$ cat src/rtl/mem_stage_sram_ctrl_if.sv
// Bundles the EXE/MEM data-access signals and the 16-bit async SRAM pins.
// The master side is the pipeline plus the SRAM device; the slave side is the controller.
interface mem_stage_sram_ctrl_if #(
  parameter int SRAM_ADDR_W = 18
);
  logic                   mem_r_en;
  logic                   mem_w_en;
  logic [31:0]            alu_result;
  logic [31:0]            val_rm;
  logic                   ready;
  logic [31:0]            rdata;
  logic [SRAM_ADDR_W-1:0] sram_addr;
  logic [15:0]            sram_dq_out;
  logic                   sram_dq_oe;
  logic [15:0]            sram_dq_in;
  logic                   sram_we_n;
  logic                   sram_oe_n;

  modport master (
    output mem_r_en, mem_w_en, alu_result, val_rm, sram_dq_in,
    input  ready, rdata, sram_addr, sram_dq_out, sram_dq_oe, sram_we_n, sram_oe_n
  );

  modport slave (
    input  mem_r_en, mem_w_en, alu_result, val_rm, sram_dq_in,
    output ready, rdata, sram_addr, sram_dq_out, sram_dq_oe, sram_we_n, sram_oe_n
  );
endinterface

$ cat src/rtl/mem_stage_sram_ctrl.sv
// Splits each 32-bit load/store into two 16-bit async SRAM accesses (low half, then high half),
// freezing the pipeline through ready until the access completes. WAIT_CYCLES must be 1..15.
module mem_stage_sram_ctrl #(
  parameter logic [31:0] ADDR_BASE   = 32'd1024,
  parameter int          SRAM_ADDR_W = 18,
  parameter int          WAIT_CYCLES = 1
) (
  input logic                  clk,
  input logic                  rst,
  mem_stage_sram_ctrl_if.slave bus
);

  localparam int ADDR_W = SRAM_ADDR_W - 1;
  localparam logic [3:0] CNT_LAST = 4'(WAIT_CYCLES);

  localparam logic [1:0] S_IDLE = 2'd0;
  localparam logic [1:0] S_LOW  = 2'd1;
  localparam logic [1:0] S_HIGH = 2'd2;
  localparam logic [1:0] S_DONE = 2'd3;

  logic [1:0]        state_q, state_d;
  logic [3:0]        cnt_q, cnt_d;
  logic              is_wr_q, is_wr_d;
  logic [ADDR_W-1:0] addr_q, addr_d;
  logic [31:0]       wdata_q, wdata_d;
  logic [31:0]       rdata_q, rdata_d;

  logic req;
  logic phase_last;

  assign req        = bus.mem_r_en | bus.mem_w_en;
  assign phase_last = (cnt_q == CNT_LAST);

  always_comb begin
    // NOTE: every variable gets a default first so no path through the case can infer a latch.
    state_d = state_q;
    cnt_d   = cnt_q;
    is_wr_d = is_wr_q;
    addr_d  = addr_q;
    wdata_d = wdata_q;
    rdata_d = rdata_q;

    case (state_q)
      S_IDLE: begin
        if (req) begin
          // Store wins when both enables are set; the half-word index is the word offset.
          is_wr_d = bus.mem_w_en;
          addr_d  = ADDR_W'((bus.alu_result - ADDR_BASE) >> 2);
          wdata_d = bus.val_rm;
          cnt_d   = '0;
          state_d = S_LOW;
        end
      end
      S_LOW: begin
        if (phase_last) begin
          if (!is_wr_q) rdata_d[15:0] = bus.sram_dq_in;
          cnt_d   = '0;
          state_d = S_HIGH;
        end else begin
          cnt_d = cnt_q + 4'd1;
        end
      end
      S_HIGH: begin
        if (phase_last) begin
          if (!is_wr_q) rdata_d[31:16] = bus.sram_dq_in;
          cnt_d   = '0;
          state_d = S_DONE;
        end else begin
          cnt_d = cnt_q + 4'd1;
        end
      end
      S_DONE:  state_d = S_IDLE;
      default: state_d = S_IDLE;
    endcase
  end

  // NOTE: the data registers are few and small, so they are reset along with control state;
  // a reset mid-access therefore leaves no stale word visible on rdata.
  always_ff @(posedge clk or negedge rst) begin
    if (!rst) begin
      state_q <= S_IDLE;
      cnt_q   <= '0;
      is_wr_q <= 1'b0;
      addr_q  <= '0;
      wdata_q <= '0;
      rdata_q <= '0;
    end else begin
      // NOTE: non-blocking assignments so every flop samples the pre-edge values.
      state_q <= state_d;
      cnt_q   <= cnt_d;
      is_wr_q <= is_wr_d;
      addr_q  <= addr_d;
      wdata_q <= wdata_d;
      rdata_q <= rdata_d;
    end
  end

  // SRAM pins decode only registered state, so input changes never reach the device mid-access.
  logic                   ready_c;
  logic [SRAM_ADDR_W-1:0] sram_addr_c;
  logic [15:0]            sram_dq_out_c;
  logic                   sram_dq_oe_c;
  logic                   sram_we_n_c;
  logic                   sram_oe_n_c;
  logic                   hi_half;

  assign hi_half = (state_q == S_HIGH);

  always_comb begin
    ready_c       = 1'b0;
    sram_addr_c   = '0;
    sram_dq_out_c = '0;
    sram_dq_oe_c  = 1'b0;
    sram_we_n_c   = 1'b1;
    sram_oe_n_c   = 1'b1;

    case (state_q)
      S_IDLE: ready_c = !req;
      S_LOW, S_HIGH: begin
        sram_addr_c   = {addr_q, hi_half};
        sram_dq_out_c = hi_half ? wdata_q[31:16] : wdata_q[15:0];
        if (is_wr_q) begin
          sram_dq_oe_c = 1'b1;
          // Releasing we_n on the phase's last cycle holds address/data past the strobe.
          sram_we_n_c  = phase_last;
        end else begin
          sram_oe_n_c  = 1'b0;
        end
      end
      S_DONE:  ready_c = 1'b1;
      default: ready_c = 1'b0;
    endcase
  end

  assign bus.ready       = ready_c;
  assign bus.rdata       = rdata_q;
  assign bus.sram_addr   = sram_addr_c;
  assign bus.sram_dq_out = sram_dq_out_c;
  assign bus.sram_dq_oe  = sram_dq_oe_c;
  assign bus.sram_we_n   = sram_we_n_c;
  assign bus.sram_oe_n   = sram_oe_n_c;

endmodule

$ cat src/flat_wrapper.sv
// flat-port wrapper written by rule: the top's interface ports become plain ports
module mem_stage_sram_ctrl_flat 
#(
  parameter logic [31:0] ADDR_BASE   = 32'd1024,
  parameter int          SRAM_ADDR_W = 18,
  parameter int          WAIT_CYCLES = 1
)
  (clk, rst, bus_mem_r_en, bus_mem_w_en, bus_alu_result, bus_val_rm, bus_sram_dq_in, bus_ready, bus_rdata, bus_sram_addr, bus_sram_dq_out, bus_sram_dq_oe, bus_sram_we_n, bus_sram_oe_n);
  mem_stage_sram_ctrl_if #(.SRAM_ADDR_W(SRAM_ADDR_W)) bus_i ();
  input logic clk;
  input logic rst;
  input wire logic [$bits(bus_i.mem_r_en)-1:0] bus_mem_r_en;
  input wire logic [$bits(bus_i.mem_w_en)-1:0] bus_mem_w_en;
  input wire logic [$bits(bus_i.alu_result)-1:0] bus_alu_result;
  input wire logic [$bits(bus_i.val_rm)-1:0] bus_val_rm;
  input wire logic [$bits(bus_i.sram_dq_in)-1:0] bus_sram_dq_in;
  output wire logic [$bits(bus_i.ready)-1:0] bus_ready;
  output wire logic [$bits(bus_i.rdata)-1:0] bus_rdata;
  output wire logic [$bits(bus_i.sram_addr)-1:0] bus_sram_addr;
  output wire logic [$bits(bus_i.sram_dq_out)-1:0] bus_sram_dq_out;
  output wire logic [$bits(bus_i.sram_dq_oe)-1:0] bus_sram_dq_oe;
  output wire logic [$bits(bus_i.sram_we_n)-1:0] bus_sram_we_n;
  output wire logic [$bits(bus_i.sram_oe_n)-1:0] bus_sram_oe_n;
  assign bus_i.mem_r_en = bus_mem_r_en;
  assign bus_i.mem_w_en = bus_mem_w_en;
  assign bus_i.alu_result = bus_alu_result;
  assign bus_i.val_rm = bus_val_rm;
  assign bus_i.sram_dq_in = bus_sram_dq_in;
  assign bus_ready = bus_i.ready;
  assign bus_rdata = bus_i.rdata;
  assign bus_sram_addr = bus_i.sram_addr;
  assign bus_sram_dq_out = bus_i.sram_dq_out;
  assign bus_sram_dq_oe = bus_i.sram_dq_oe;
  assign bus_sram_we_n = bus_i.sram_we_n;
  assign bus_sram_oe_n = bus_i.sram_oe_n;
  mem_stage_sram_ctrl #(.ADDR_BASE(ADDR_BASE), .SRAM_ADDR_W(SRAM_ADDR_W), .WAIT_CYCLES(WAIT_CYCLES)) u_core (.clk(clk), .rst(rst), .bus(bus_i));
endmodule
$ cat config.mk
export PLATFORM = sky130hd
export DESIGN_NAME = mem_stage_sram_ctrl_flat
export DESIGN_NICKNAME = d
export VERILOG_FILES = /design/src/rtl/mem_stage_sram_ctrl_if.sv /design/src/rtl/mem_stage_sram_ctrl.sv /design/src/flat_wrapper.sv
export SDC_FILE = /design/constraint.sdc
export NUM_CORES = 1
export LEC_CHECK = 0
export CORE_MARGIN = 2
export CORE_UTILIZATION = 40
export DETAILED_ROUTE_END_ITERATION = 8
export GPL_TIMING_DRIVEN = 0
export MAX_ROUTING_LAYER = met4
export PLACE_DENSITY = 0.79
export RECOVER_POWER = 50
export SLEW_MARGIN = 20
export SYNTH_ARGS = -nofsm -noshare
export SYNTH_HDL_FRONTEND = slang
export SYNTH_SLANG_ARGS = --single-unit
export TNS_END_PERCENT = 30
$ cat constraint.sdc
create_clock -name clk -period 1.8 [get_ports clk]
set_clock_uncertainty 0.15 [all_clocks]
set_input_delay 0.27 -clock clk [delete_from_list [all_inputs] [get_ports clk]]
set_output_delay 0.27 -clock clk [all_outputs]
set_load 0.01 [all_outputs]
=== After elaboration in Yosys (flattened, before gate mapping) ===
Cells that the tools add are included.

* Register bits after elaboration: 88
* Output and inout bits: 70

* Bitwise operators: 2
* Mux-type cells: 16
* $add $sub $neg: 2
* Reduce and logical (&&, ||, !) cells: 9
* Eq/ne operators: 7

{| class="wikitable"
|+ Operator list
! cell !! count
|-
| two-way mux 16 bit || 2
|-
| subtractor 19 x 11 -> 19 bit (second input constant) || 1
|-
| two-way mux 18 bit || 1
|-
| AND reduction 3 bit || 3
|-
| two-way mux 4 bit || 2
|-
| one-hot mux 2 bit (4 select lines) || 1
|-
| one-hot mux 4 bit (2 select lines) || 1
|-
| two-way mux 2 bit || 3
|-
| inequality test 2 x 1 -> 1 bit (second input constant) || 3
|-
| two-way mux 1 bit || 5
|-
| adder 4 x 1 -> 4 bit (second input constant) || 1
|-
| equality test 2 bit (second input constant) || 2
|-
| equality test 4 x 1 -> 1 bit (second input constant) || 1
|-
| AND reduction 2 bit || 2
|-
| equality test 2 x 1 -> 1 bit (second input constant) || 1
|-
| zero test 2 bit || 1
|-
| one-hot mux 1 bit (2 select lines) || 1
|-
| nonzero test 2 bit || 1
|-
| OR reduction 2 bit || 1
|-
| zero test 1 bit || 1
|-
| NOT 1 bit || 1
|-
| bitwise OR 1 bit || 1
|}

=== Logic depth before layout (Yosys ltp) ===
* Word-level depth: 4
* Depth in mapped cells: 7

=== Least setup slack after synthesis ===
No wires, ideal clock.

* Path type: register to output
* Start: reg u_core.state_q[0]
* End: out bus_sram_dq_out[10]
* Path slack: -0.158 ns
* Buffers on the path: 2
* Arrival: 1.538 ns
* Cell stages (with the launch flop): 7
* Cells stage by stage: dfrtp_1 > inv_1 > ha_1 > buf_2 > buf_2 > mux2i_1 > nor2b_1

* Longest elaborated chain between the ends: 3

{| class="wikitable"
|+ Ends and longest elaborated chain
! element !! RTL line !! RTL
|-
| start: declaration || mem_stage_sram_ctrl.sv:21 || <nowiki>logic [1:0] state_q, state_d;</nowiki>
|-
| start signal: assignment || mem_stage_sram_ctrl.sv:89 || <nowiki>state_q <= state_d;</nowiki>
|-
| equality test 2 bit / equality test 2 x 1 -> 1 bit (equally long branches) || mem_stage_sram_ctrl.sv:107, mem_stage_sram_ctrl.sv:117 ||
|-
| two-way mux 16 bit / OR reduction 2 bit (equally long branches) || n/a ||
|-
| two-way mux 16 bit (*) || mem_stage_sram_ctrl.sv:117 || <nowiki>case (state_q)</nowiki>
|-
| end: declaration || flat_wrapper.sv:20 || <nowiki>output wire logic [$bits(bus_i.sram_dq_out)-1:0] bus_sram_dq_out;</nowiki>
|}

Mark *: on every way between the ends. The rest lies on a longest branch, timed or not.

=== Final worst setup path ===
* Start: reg u_core.state_q[1]
* End: out bus_sram_dq_out[6]

The elaborated chain is that of the path after synthesis.

==> metrics.yaml <==
final_layout:
  fillers: 808
  drive_gt1_share_pct: 28.2
  nets: 655
  final_core_util_pct: 62.9
  design_area_um2: 6150
  diodes: 0
  stdcell_count: 701
  syn_to_final_growth_pct: 53.3
min_path:
  hp-class: "in -> reg"
synthesis:
  ys.warnings.count: 0
  synth_seq_cells: 88
  syn_inst: 392
  yosysUniqueCellTypes: 36
  synth.cell_area_um2: 4010
  yosysSeqAreaShare_pct: 54.9
  avgSynthCellArea_um2: 10.2
  synth_edf_count: 0
  syn_nets: 484
  synth_ff_type: "dfrtp_1"
  async_flop_share_pct: 100
route:
  drc: 0
  drtIter0Drc: 132
  wire_per_inst_um: 15.2
  antenna_left: 0
  vias_per_cell: 4.85
  wirelength_um: 10600
  vias: 3402
  firstDrtPassIters: 4
clocking:
  cts_buffer_depth: 2
  cts_made_buffers: 9
  tritoncts: "done"
  clkTransAtPathRegs_ns: 0.09
  cts_sinks: 88
  cts_max_level: 3
  clk_latency_ns: 0.36
  cts-root-buf: "clkbuf_8"
sta:
  rsz0062_at_grt: "true"
  worst_pin_slew_ns: 0.918
  maxSlewViolCount: 0
  period_needed_ns: 2.24
  fin_ws_ns: -0.442
  final-setup-viol-count: 59
  fin_crit_sh_pct: 125
  maxSlewHeadroom_pct: 38.8
  clock.fmax_mhz: 446
  hold_violations: 0
outcome:
  status: "finished, violations left"
  violations: "negative setup slack"
placement:
  dpl.hpwl_um: 7310
  dp.cells: 664
  preCtsSetupSlack_ns: -0.893
  gp_congestion: 0.868
  dpl_cell_area_um2: 5600
  portBuffers: 138
floorplan:
  placementRows: 36
  die-area_um2: 10800
  die_y_um: 104
  ioPinCount: 154
  start_util_pct: 41.0
  core-area_um2: 9770
  fp.dieW_um: 104
grt:
  grt_pass1_vias: 3599
  antenna_found_initial: 0
  gr-total-overflow: 0
  grt_start_max_net_pins: 54
  grt_pass1_wl_um: 17500
  grt_usage_pct: 20.9
flow_run:
  cap_violations: 0
critical_path:
  cp_max_fo: 5
  critPathCaptureType: "primary output"
  cp.arrival_ns: 1.82
  cp.required_ns: 1.38
  critPathKind: "reg -> out"
  setup.worst_path.start_class: "register"
power:
  power.leakage_nw: 2.90
  ir_drop_mv: 0.923
  power_density_nw_per_um2: 1960
[critical path, cell delays in order, from the launching register on]
cell and delay [ns]:
dfrtp_1 0.43, buf_6 0.14, ha_4 0.15, buf_6 0.14, buf_16 0.14, mux2i_1 0.12, nor2b_1 0.18, buf_2 0.17
[state kept, by name (all words and copies together), names as in the netlist]
| signal | cells |
|---|---|
| u_core.wdata_q | 32 |
| u_core.cnt_q | 4 |
| u_core.bus.rdata | 32 |
| u_core.state_q | 2 |
| u_core.addr_q | 17 |
| u_core.is_wr_q | 1 |
[cell usage after synthesis (2+ instances only)]
cell type  instances  share of area, %
clkbuf_1          12               1.1
nand2_1          131                12
a211o_1            2              0.44
nand3_1            3              0.37
mux2_2            33               9.3
or3b_2             2              0.44
and2_1            18               2.8
nor4_1             2              0.31
a31oi_1            4              0.62
nor2b_1           16               2.5
dfrtp_1           88                55
mux2i_1           16               4.0
o21ai_0            9               1.1
inv_1              6              0.56
ha_1               8               2.5
o31ai_1            2              0.37
o211ai_1           2              0.37
or3_1              4              0.62
or4_1              2              0.37
nor3b_1            2              0.37
nor2_1             9              0.84
buf_2              5              0.62
nand2_2            2              0.31
nand2b_1           2              0.31
[placed cells by master, fill, tap and decap left out, types with 4 or more instances in the layout]
master | synthesis | final
dlygate4sd2_1 | 0 | 4
clkdlybuf4s50_1 | 0 | 96
mux2_2 | 33 | 33
nor2_1 | 9 | 8
buf_2 | 5 | 19
or3_1 | 4 | 4
and2_4 | 0 | 17
buf_4 | 0 | 14
mux2i_1 | 16 | 16
a31oi_1 | 4 | 4
inv_1 | 6 | 4
nand2_1 | 131 | 130
buf_8 | 0 | 5
o21ai_0 | 9 | 8
dfrtp_1 | 88 | 88
clkbuf_8 | 0 | 10
buf_6 | 0 | 24
clkbuf_2 | 0 | 6
nor2b_1 | 16 | 16
[stage by stage]
step	total power, W	hold slack, ns	TNS, ns
2_1_floorplan	0.00651	-0.176	-0.0449
3_3_place_gp	0.00925	0.301	-288.77
3_5_place_dp	0.00948	0.123	-43.92
4_1_cts	0.0119	0.162	-11.61
5_1_grt	0.0129	0.195	-17.62
6_report	0.0120	0.173	-12.62
[cell families (layout without fill, tap and decap cells)]
family,after synthesis,after routing,synth area share [%]
flops,88,88,54.9
compound gates,24,24,3.81
mux,49,49,13.3
simple gates,198,198,22.9
buf+inv,24,200,2.40
xor+xnor,1,1,0.218
fa+ha+maj,8,8,2.50
[layer usage]
layer | track usage, % | vias up | part of all wire (%)
li1 | - | 1629 | -
met1 | 24.7 | 1632 | 43
met2 | 34.6 | 121 | 50
met3 | 5.01 | 20 | 5.0
met4 | 8.49 | 0 | 2.1
met5 | - | - | 0
[worst paths after layout]
check	end	from	slack (ns)	depth (start not counted)
min in group asynchronous	u_core.addr_q[14]$_DFFE_PN0P_	rst	0.42	2
worst min register to register	u_core.addr_q[7]$_DFFE_PN0P_	u_core.addr_q[7]$_DFFE_PN0P_	0.33	2
worst max-delay path	bus_sram_dq_out[6]	u_core.state_q[1]$_DFFE_PN0P_	-0.44	7
max in group asynchronous	u_core.cnt_q[2]$_DFFE_PN0P_	rst	0.21	3
worst max register to register	u_core.state_q[0]$_DFFE_PN0P_	u_core.cnt_q[1]$_DFFE_PN0P_	-0.16	5
worst min-delay path	u_core.addr_q[8]$_DFFE_PN0P_	bus_alu_result[10]	0.17	2
[where the power goes]
group | switching, W | internal, W | total, W | leakage (nW)
clock network | 0.000787 | 0.000530 | 0.00132 | 0.0863
logic | 0.00314 | 0.00407 | 0.00721 | 1.75
registers | 0.000546 | 0.00296 | 0.00351 | 1.06
total | 0.00447 | 0.00756 | 0.0120 | 2.90
[repair_timing]
| item | CTS | global route |
|---|---|---|
| cloned | 3 | 0 |
| hold buffers | 1 | 0 |
| buffers inserted | 16 | 1 |
| endpoints found under the hold margin | 35 | 0 |
| pin swaps | 3 | 3 |
| setup endpoints to repair | 108 | 97 |
| gates resized for setup | 226 | 20 |
[area by class of cell]
type	count	area [um^2]	area share [%]
buffer	18	180	2.93
clock buffer	9	124	2.02
clock inverter	7	62.6	1.02
inverter	6	22.5	0.366
multi-input combinational	280	1840	30.0
sequential	88	2200	35.8
tap	133	166	2.71
timing repair buffer	160	1540	25.1
(Power assumes the default switching activity.)
